## config.mk

```make
export PLATFORM = sky130hd
export DESIGN_NAME = tri_load_ctrl
export DESIGN_NICKNAME = d
export VERILOG_FILES = /design/src/rtl/tri_load_pkg.sv /design/src/rtl/frame_gap_timer.sv /design/src/rtl/tri_load_ctrl.sv
export SDC_FILE = /design/constraint.sdc
export NUM_CORES = 1
export LEC_CHECK = 0
export CORE_UTILIZATION = 57
export DETAILED_ROUTE_END_ITERATION = 16
export PLACE_DENSITY = 0.89
export SLEW_MARGIN = 10
export SYNTH_ARGS = -nofsm -noshare
export SYNTH_HDL_FRONTEND = slang
export SYNTH_SLANG_ARGS = --single-unit
export TNS_END_PERCENT = 30
```

## constraint.sdc

```tcl
create_clock -name clk -period 3.2 [get_ports clk]
set_input_delay 0.64 -clock clk [delete_from_list [all_inputs] [get_ports clk]]
set_output_delay 0.64 -clock clk [all_outputs]
set_load 0.01 [all_outputs]
```

## src/rtl/tri_load_pkg.sv

```systemverilog
// Shared definitions for the triangle serial-to-parallel load controller.
package tri_load_pkg;

  localparam int unsigned FRAME_BITS = 144;
  localparam int unsigned TRI_CNT_W  = 16;

  typedef enum logic [1:0] {
    S_IDLE  = 2'd0,
    S_SHIFT = 2'd1,
    S_HOLD  = 2'd2
  } state_t;

endpackage

```

## src/rtl/frame_gap_timer.sv

```systemverilog
// Counts consecutive idle cycles inside a frame; expired fires on the
// GAP_TIMEOUT-th idle cycle and the counter restarts from zero.
module frame_gap_timer #(
  parameter int unsigned GAP_TIMEOUT = 1024
) (
  input  logic clk,
  input  logic rst,
  input  logic clr,
  input  logic run,
  output logic expired
);

  localparam int unsigned GW = (GAP_TIMEOUT > 1) ? $clog2(GAP_TIMEOUT) : 1;

  logic [GW-1:0] gap;

  assign expired = run && !clr && (gap == GW'(GAP_TIMEOUT - 1));

  always_ff @(posedge clk) begin
    if (rst || clr || expired) begin
      gap <= '0;
    end else if (run) begin
      gap <= gap + GW'(1);
    end
  end

endmodule

```

## src/rtl/tri_load_ctrl.sv

```systemverilog
// Sequences the 144-bit triangle SIPO: bit counting, shift gating, framing
// error detection and valid/ready handoff to the rasterizer front end.
module tri_load_ctrl
  import tri_load_pkg::*;
#(
  parameter int unsigned CNT_W       = 8,
  parameter int unsigned GAP_TIMEOUT = 1024
) (
  input  logic                 clk,
  input  logic                 rst,
  input  logic                 start,
  input  logic                 bit_valid,
  input  logic                 sipo_done,
  output logic [CNT_W-1:0]     count,
  output logic                 shift_en,
  output logic                 sipo_valid_data,
  output logic                 tri_valid,
  input  logic                 tri_ready,
  output logic                 busy,
  output logic                 frame_err,
  output logic [TRI_CNT_W-1:0] tri_count
);

  localparam logic [CNT_W-1:0] LAST_IDX = CNT_W'(FRAME_BITS - 1);

  state_t state;
  logic   start_pend;
  logic   first_hold;
  logic   gap_clr;
  logic   gap_run;
  logic   gap_expired;

  // Gap timer only accumulates idle cycles while collecting bits.
  assign gap_clr = (state != S_SHIFT) || bit_valid || start;
  assign gap_run = (state == S_SHIFT) && !bit_valid;

  frame_gap_timer #(
    .GAP_TIMEOUT(GAP_TIMEOUT)
  ) u_gap_timer (
    .clk    (clk),
    .rst    (rst),
    .clr    (gap_clr),
    .run    (gap_run),
    .expired(gap_expired)
  );

  // A start-cycle bit in IDLE is bit 0 of the new frame.
  assign shift_en = !rst && bit_valid &&
                    ((state == S_SHIFT) || ((state == S_IDLE) && start));

  always_ff @(posedge clk) begin
    if (rst) begin
      state           <= S_IDLE;
      count           <= '0;
      sipo_valid_data <= 1'b0;
      tri_valid       <= 1'b0;
      busy            <= 1'b0;
      frame_err       <= 1'b0;
      tri_count       <= '0;
      start_pend      <= 1'b0;
      first_hold      <= 1'b0;
    end else begin
      frame_err       <= 1'b0;
      sipo_valid_data <= 1'b0;
      case (state)
        S_IDLE: begin
          count <= '0;
          if (start) begin
            state           <= S_SHIFT;
            busy            <= 1'b1;
            sipo_valid_data <= 1'b1;
            count           <= bit_valid ? CNT_W'(1) : '0;
          end
        end
        S_SHIFT: begin
          // Restart outranks both completion and gap expiry.
          if (start) begin
            frame_err       <= 1'b1;
            sipo_valid_data <= 1'b1;
            count           <= bit_valid ? CNT_W'(1) : '0;
          end else if (bit_valid) begin
            if (count == LAST_IDX) begin
              state      <= S_HOLD;
              tri_valid  <= 1'b1;
              first_hold <= 1'b1;
            end else begin
              count <= count + CNT_W'(1);
            end
          end else if (gap_expired) begin
            frame_err <= 1'b1;
            state     <= S_IDLE;
            busy      <= 1'b0;
            count     <= '0;
          end
        end
        S_HOLD: begin
          first_hold <= 1'b0;
          frame_err  <= (first_hold && !sipo_done) || bit_valid;
          if (tri_valid && tri_ready) begin
            tri_count  <= tri_count + TRI_CNT_W'(1);
            tri_valid  <= 1'b0;
            start_pend <= 1'b0;
            count      <= '0;
            if (start_pend || start) begin
              state           <= S_SHIFT;
              sipo_valid_data <= 1'b1;
            end else begin
              state <= S_IDLE;
              busy  <= 1'b0;
            end
          end else if (start) begin
            start_pend <= 1'b1;
          end
        end
        default: begin
          state      <= S_IDLE;
          count      <= '0;
          tri_valid  <= 1'b0;
          busy       <= 1'b0;
          start_pend <= 1'b0;
          first_hold <= 1'b0;
        end
      endcase
    end
  end

endmodule

```

==> results of run 1 <==
-- cell families after synthesis --
group | Yosys count | synth area share
buffers and inverters | 17 | 0.03592
XOR/XNOR | 21 | 0.08657
AO/OA/AOI/OAI | 45 | 0.1437
AND/OR/NAND/NOR | 113 | 0.2868
multiplexers | 2 | 0.01001
adder cells (fa/ha/maj) | 7 | 0.04122
flip-flops | 42 | 0.3958
-- critical path: cells and delay by family, from the launching register on --
kind | cells | cell delay [ns]
buffers and inverters | 2 | 0.71
adder cells (fa/ha/maj) | 1 | 0.37
flip-flops | 1 | 0.35
AND/OR/NAND/NOR | 1 | 0.33
AO/OA/AOI/OAI | 1 | 0.08
-- layout make-up --
| class | instances | area [µm²] |
|---|---|---|
| flip-flops and latches | 42 | 840.8 |
| fillers | 264 | 852.1 |
| inverters | 6 | 22.52 |
| clock inverters | 1 | 5.005 |
| well taps | 46 | 57.56 |
| clock buffers | 7 | 86.33 |
| multi-input cells | 188 | 1207 |
| repair buffers | 38 | 370.4 |
-- sequential cells by signal, indices dropped and copies added (netlist names) --
signal           cells
u_gap_timer.gap     10
first_hold           1
state                2
tri_valid            1
start_pend           1
frame_err            1
busy                 1
count                8
tri_count           16
sipo_valid_data      1
-- routing by layer --
layer / share of wire / up-vias
li1: - / 941
met1: 0.44 / 888
met2: 0.48 / 79
met3: 0.077 / 5
met4: 0.0068 / 0
met5: 0 / -
-- cell usage after synthesis, types with 2 or more instances --
cell type / number / area, µm²
a211oi_1: 6 / 45.04
a21oi_1: 11 / 55.05
a311oi_1: 2 / 17.52
a31oi_1: 3 / 18.77
and2_1: 4 / 25.02
and3_1: 6 / 37.54
and4_1: 6 / 52.55
buf_2: 3 / 15.01
clkbuf_1: 5 / 18.77
dfxtp_1: 42 / 840.8
ha_1: 7 / 87.58
inv_1: 6 / 22.52
nand2_1: 18 / 67.56
nand2b_1: 6 / 37.54
nand3_1: 14 / 70.07
nand4_1: 5 / 31.28
nor2_1: 31 / 116.4
nor2b_1: 6 / 37.54
nor3_1: 4 / 20.02
nor3b_1: 2 / 15.01
o21ai_0: 15 / 75.07
or3_1: 4 / 25.02
xnor2_1: 5 / 43.79
xor2_1: 16 / 140.1
-- final timing paths --
kind,startpoint,end,depth (start not counted)
worst max register to register,state[0]$_SDFFE_PP0P_,state[0]$_SDFFE_PP0P_,7
worst min register to register,start_pend$_SDFFE_PP0P_,sipo_valid_data$_SDFF_PP0_,2
worst min-delay path,start_pend$_SDFFE_PP0P_,sipo_valid_data$_SDFF_PP0_,2
worst max-delay path,state[1]$_SDFFE_PP0P_,shift_en,5
-- per-stage QoR --
stage,instance area (µm²),cells,worst slack [ns]
finish,2590,328,0.4364
global route,2590,328,0.3264
CTS,2590,328,0.4491
detailed placement,2499,320,0.4660
global placement,2499,320,0.4937
floorplan,2125,247,1.105
-- power breakdown --
group	internal, mW	switching, mW	total, mW
combinational	0.141	0.183	0.324
sequential	0.556	0.0318	0.587
clock	0.174	0.174	0.348
-- cell usage in the layout (no fill, tap or decap), types with 3 or more instances in the layout --
cell type	instances
a211oi_1	6
nand2_1	18
clkdlybuf4s50_1	34
nor2_1	31
buf_4	4
nor3_1	4
nand4_1	5
o21ai_0	15
and2_1	4
and3_1	6
a21oi_1	11
ha_1	7
a31oi_1	3
nand2b_1	6
nand3_1	14
nor2b_1	6
clkbuf_8	6
dfxtp_1	42
xnor2_1	5
inv_1	6
or3_1	4
and4_1	6
xor2_1	16
==> results.tsv, run 1 <==
stage	metric	value	unit
clock_tree	Inserted Clock Buffers	5	
sta	Max Fclk	0.3618	GHz
synthesis	syn_nets	260	
routing	drt via density	5.832	
synthesis	number of library cell types mapped by synthesis	44	
sta	clock skew	0.003959	ns
sta	RSZ-0062 raised after global routing	no	
synthesis	Yosys reg bits	42	
sta	Tcrit/Tclk final	0.8636	
critical_path	worst setup path class	reg -> out	
critical_path	crit-path max cell delay	0.61	ns
floorplan	Die Ht	63.05	µm
global_routing	pin count of the biggest net entering global routing	35	
sta	setup TNS	0	ns
global_routing	met2 usage	0.3965	
global_routing	vias in the first global route	1768	
global_routing	GRT Total Usage	0.2542	
layout	ant diodes	0	
sta	worst-margin pin slew	0.7106	ns
routing	Detail Route Antenna Nets	0	
layout	final core occ	0.7525	
clock_tree	maximum buffer depth of the clock tree	2	
global_routing	first-pass GRT wire length	7.976	mm
routing	wire per inst	14.30	µm
floorplan	Die Width	63.05	µm
pwr	LEAKAGE	0.9172	nW
synthesis	synthesized instance count	247	
global_routing	met3 GRT Util	0.07428	
clock_tree	Worst-path clk slew	0.08	ns
critical_path	Crit path arrival time	2.12	ns
sta	count of pins over their slew limit	0	
sta	final hold vios	0	
pwr	Peak VDD IR	0.4065	mV
layout	fraction of layout cells with a size suffix above 1	0.07801	
floorplan	Core Area	0.003442	mm²
outcome	outcome	completed	
clock_tree	Post-CTS Setup Repair Bufs	0	
critical_path	critical path fanouts, max	10	
floorplan	initial core utilization	0.6172	
pwr	pwr dens	486.1	mW/mm²
routing	final wirelength	4.692	mm
critical_path	Critical Path Start Type	register	
synthesis	ys flop type	dfxtp_1	
synthesis	Cell Area, Synth	0.002125	mm²
synthesis	FFs w/ async S/R, synth	0	
floorplan	Row Count	21	
clock_tree	worst skew pair latency	0.29	ns
layout	synth-to-layout area growth	21.91	%
critical_path	flop-to-flop setup slack	0.90	ns
sta	worst hold slack	0.4989	ns
sta	Final setup violation count	0	
synthesis	yosys warns	0	
clock_tree	post-CTS sizing	0	
critical_path	CP required	2.56	ns
clock_tree	clock sinks	42	
critical_path	Critical Path, Cell by Cell	inv_1, ha_1, a21oi_1, nor3b_1, clkdlybuf4s50_1	
global_routing	total grt overflow	0	
pwr	Final Power	1.259	mW
synthesis	sequential element share of the synthesized area	0.3958	
placement	GPL Wtd Cong	0.8313	
synthesis	Post-synth EDFFs	0	
synthesis	Syn Area/Cell	8.601	µm²
worst_hold_path	Hold Path Class	reg -> reg	
critical_path	crit end category	output pin	
layout	nets	294	
global_routing	gr busiest metal	met2	
global_routing	M1 GR Usage	0.3348	
sta	post-route minimum period	2.764	ns
clock_tree	TritonCTS clock tree	built	
floorplan	I/O pins	35	
placement	port bufs	34	
global_routing	initial antenna violation count	0	
run	maxcap violations	0	
routing	routed vias	1913	
clock_tree	Post-CTS Hold Buffers	0	
routing	DRC	0	
floorplan	Die Footprint	0.003975	mm²
sta	Max-slew headroom	0.5263	
clock_tree	CTS H-tree depth	2	
clock_tree	Root Buffer	clkbuf_8	
routing	drt first pass iters	6	
placement	post-DP HPWL	3.282	mm
routing	initial DRC count	166	
critical_path	slowest CP cell	clkdlybuf4s50_1	
(Power assumes the default switching activity.)
==> run 2: changes to the inputs <==
--- a/config.mk
+++ b/config.mk
@@ -5,9 +5,11 @@
 export SDC_FILE = /design/constraint.sdc
 export NUM_CORES = 1
 export LEC_CHECK = 0
-export CORE_UTILIZATION = 57
+export CELL_PAD_IN_SITES_DETAIL_PLACEMENT = 0
+export CELL_PAD_IN_SITES_GLOBAL_PLACEMENT = 1
+export CORE_UTILIZATION = 36
 export DETAILED_ROUTE_END_ITERATION = 16
-export PLACE_DENSITY = 0.89
+export PLACE_DENSITY = 0.8
 export SLEW_MARGIN = 10
 export SYNTH_ARGS = -nofsm -noshare
 export SYNTH_HDL_FRONTEND = slang
==> constraint.sdc (replaced) <==
create_clock -name clk -period 2.3 [get_ports clk]
set_input_delay 0.46 -clock clk [delete_from_list [all_inputs] [get_ports clk]]
set_output_delay 0.46 -clock clk [all_outputs]
set_load 0.01 [all_outputs]
==> results.tsv, run 2 (synthesis results as in run 1) <==
stage	metric	value	unit	change
outcome	outcome	completed		
worst_hold_path	Hold Crit Endpoint	tri_count[9]$_SDFFE_PP0P_		
pwr	LEAKAGE	1.007	nW	+9.7%
floorplan	initial core utilization	0.3788		-0.2384
placement	port bufs	34		unchanged
pwr	Logic pwr share	0.269		+0.012
clock_tree	worst skew pair latency	0.30	ns	about the same
sta	RSZ-0062 raised after global routing	no		
floorplan	Die Footprint	0.006213	mm²	+56%
routing	DRC	0		unchanged
layout	Most flops, register	tri_count		
critical_path	Critical Path Start Type	register		
pwr	Clk network pwr share	0.308		+0.032
worst_hold_path	hold path startpoint	tri_count[9]$_SDFFE_PP0P_		
critical_path	critical path fanouts, max	4		-6
sta	worst hold slack	0.5105	ns	+0.01159 ns
routing	Detail Route Antenna Nets	0		unchanged
clock_tree	Inserted Clock Buffers	5		unchanged
layout	most common cell after layout, fill and taps aside	dfxtp_1		
floorplan	Row Count	27		+29%
routing	drt via density	5.136		-12%
critical_path	worst setup path class	reg -> reg		
floorplan	Die Ht	78.82	µm	+25%
layout	fraction of layout cells with a size suffix above 1	0.1322		+0.05419
pwr	Int Power	1.350	mW	+55%
pwr	Peak VDD IR	0.3770	mV	-7.2%
clock_tree	Post-CTS Setup Repair Bufs	0		unchanged
clock_tree	post-CTS sizing	3		+3
clock_tree	Root Buffer	clkbuf_8		
critical_path	Critical R2R Launch	state[0]$_SDFFE_PP0P_		
routing	initial DRC count	58		-65%
layout	nets	307		+4.4%
layout	max reg flops	16		unchanged
global_routing	initial antenna violation count	0		unchanged
pwr	Net Sw Frac	0.2995		-0.008680
routing	final wirelength	4.896	mm	+4.3%
floorplan	Die Width	78.82	µm	+25%
critical_path	crit end category	register		
routing	routed vias	1885		-1.5%
critical_path	CP required	2.54	ns	-0.02 ns
routing	wire per inst	13.34	µm	-6.7%
floorplan	Core Area	0.005608	mm²	+63%
layout	most frequent cells in the layout	dfxtp_1 (42), clkdlybuf4s50_1 (33), nor2_1 (31)		
sta	count of pins over their slew limit	0		unchanged
pwr	P_sw	577.2	µW	+49%
layout	ant diodes	0		unchanged
critical_path	Reg2Reg Depth	7		unchanged
clock_tree	Worst-path clk slew	0.08	ns	about the same
sta	setup TNS	0	ns	unchanged
global_routing	GRT Total Usage	0.1699		-0.08436
sta	clock skew	0.004686	ns	+0.0007269 ns
sta	final hold vios	0		unchanged
sta	Max Fclk	0.4785	GHz	
sta	post-route minimum period	2.090	ns	
routing	drt first pass iters	4		-2
sta	Tcrit/Tclk final	0.9087		
clock_tree	clock sinks	42		unchanged
pwr	pwr dens	699.7	mW/mm²	+44%
clock_tree	maximum buffer depth of the clock tree	2		unchanged
layout	Largest regs	tri_count (16), u_gap_timer.gap (10), count (8)		
pwr	Final Power	1.927	mW	+53%
sta	worst-margin pin slew	0.6955	ns	-0.01510 ns
placement	post-DP HPWL	3.435	mm	+4.7%
global_routing	pin count of the biggest net entering global routing	35		unchanged
critical_path	flop-to-flop setup slack	0.21	ns	-0.69 ns
critical_path	Crit path arrival time	2.33	ns	+0.21 ns
pwr	Flop pwr share	0.424		-0.043
critical_path	RR Endpoint	state[0]$_SDFFE_PP0P_		
clock_tree	Post-CTS Hold Buffers	0		unchanged
run	maxcap violations	0		unchanged
clock_tree	TritonCTS clock tree	built		
clock_tree	CTS H-tree depth	2		unchanged
layout	final core occ	0.4911		-0.2614
global_routing	first-pass GRT wire length	8.286	mm	+3.9%
placement	GPL Wtd Cong	0.7645		-8.0%
worst_hold_path	Hold Path Depth	2		unchanged
global_routing	total grt overflow	0		unchanged
layout	synth-to-layout area growth	29.62	%	
sta	Final setup violation count	0		unchanged
worst_hold_path	Hold Path Class	reg -> reg		
floorplan	I/O pins	35		unchanged
sta	PnR worst setup slack	0.2101	ns	-0.2263 ns
global_routing	vias in the first global route	1710		-3.3%
sta	Max-slew headroom	0.5364		+0.01007
placement	pre-CTS setup slack	-0.02150	ns	-0.4875 ns
[run 2: power groups by stage]
stage / clock network [mW] / registers [mW] / logic [mW]
2_1_floorplan: 0 / 0.834 / 0.296
3_3_place_gp: 0 / 0.833 / 0.503
3_5_place_dp: 0 / 0.833 / 0.506
4_1_cts: 0.613 / 0.816 / 0.519
5_1_grt: 0.646 / 0.823 / 0.570
6_report: 0.593 / 0.816 / 0.518
[run 2: worst max path at each step]
stage	end	slack, ns	startpoint	cells past startpoint
2_1_floorplan	state[0]$_SDFFE_PP0P_	0.21	state[0]$_SDFFE_PP0P_	8
3_3_place_gp	state[0]$_SDFFE_PP0P_	0.009	start	6
3_5_place_dp	shift_en	-0.02	start	4
4_1_cts	shift_en	0.02	state[1]$_SDFFE_PP0P_	5
5_1_grt	count[1]$_SDFFE_PP0P_	0.08	u_gap_timer.gap[0]$_SDFFE_PP0N_	6
6_report	state[0]$_SDFFE_PP0P_	0.21	state[0]$_SDFFE_PP0P_	7
[run 2: through the flow]
step,instances,cell area (µm²)
after CTS,367,2751
after floorplan,247,2125
after detailed placement,359,2629
after global routing,367,2754
after global placement,359,2629
final,367,2754
[run 2: area by class of cell]
class | instances | area (µm²)
Multi-Input combinational cell | 188 | 1217
Timing Repair Buffer | 51 | 470.5
Fill cell | 567 | 2854
Clock buffer | 5 | 68.82
Tap cell | 72 | 90.09
Sequential cell | 42 | 840.8
Inverter | 6 | 22.52
Clock inverter | 3 | 43.79
[run 2: worst max-delay path, stage by stage (launching register included)]
cell      delay (ns)
dfxtp_1         0.39
inv_1           0.08
ha_1            0.25
a21boi_4        0.16
or3_1           0.30
or3_4           0.37
a221o_1         0.36
a21oi_2         0.12
[run 2: routing by layer]
metal	GRT usage	wire [µm]
met5	0	0
met4	0.05455	49
met3	0.04023	204
met2	0.2617	2210
met1	0.2329	2431
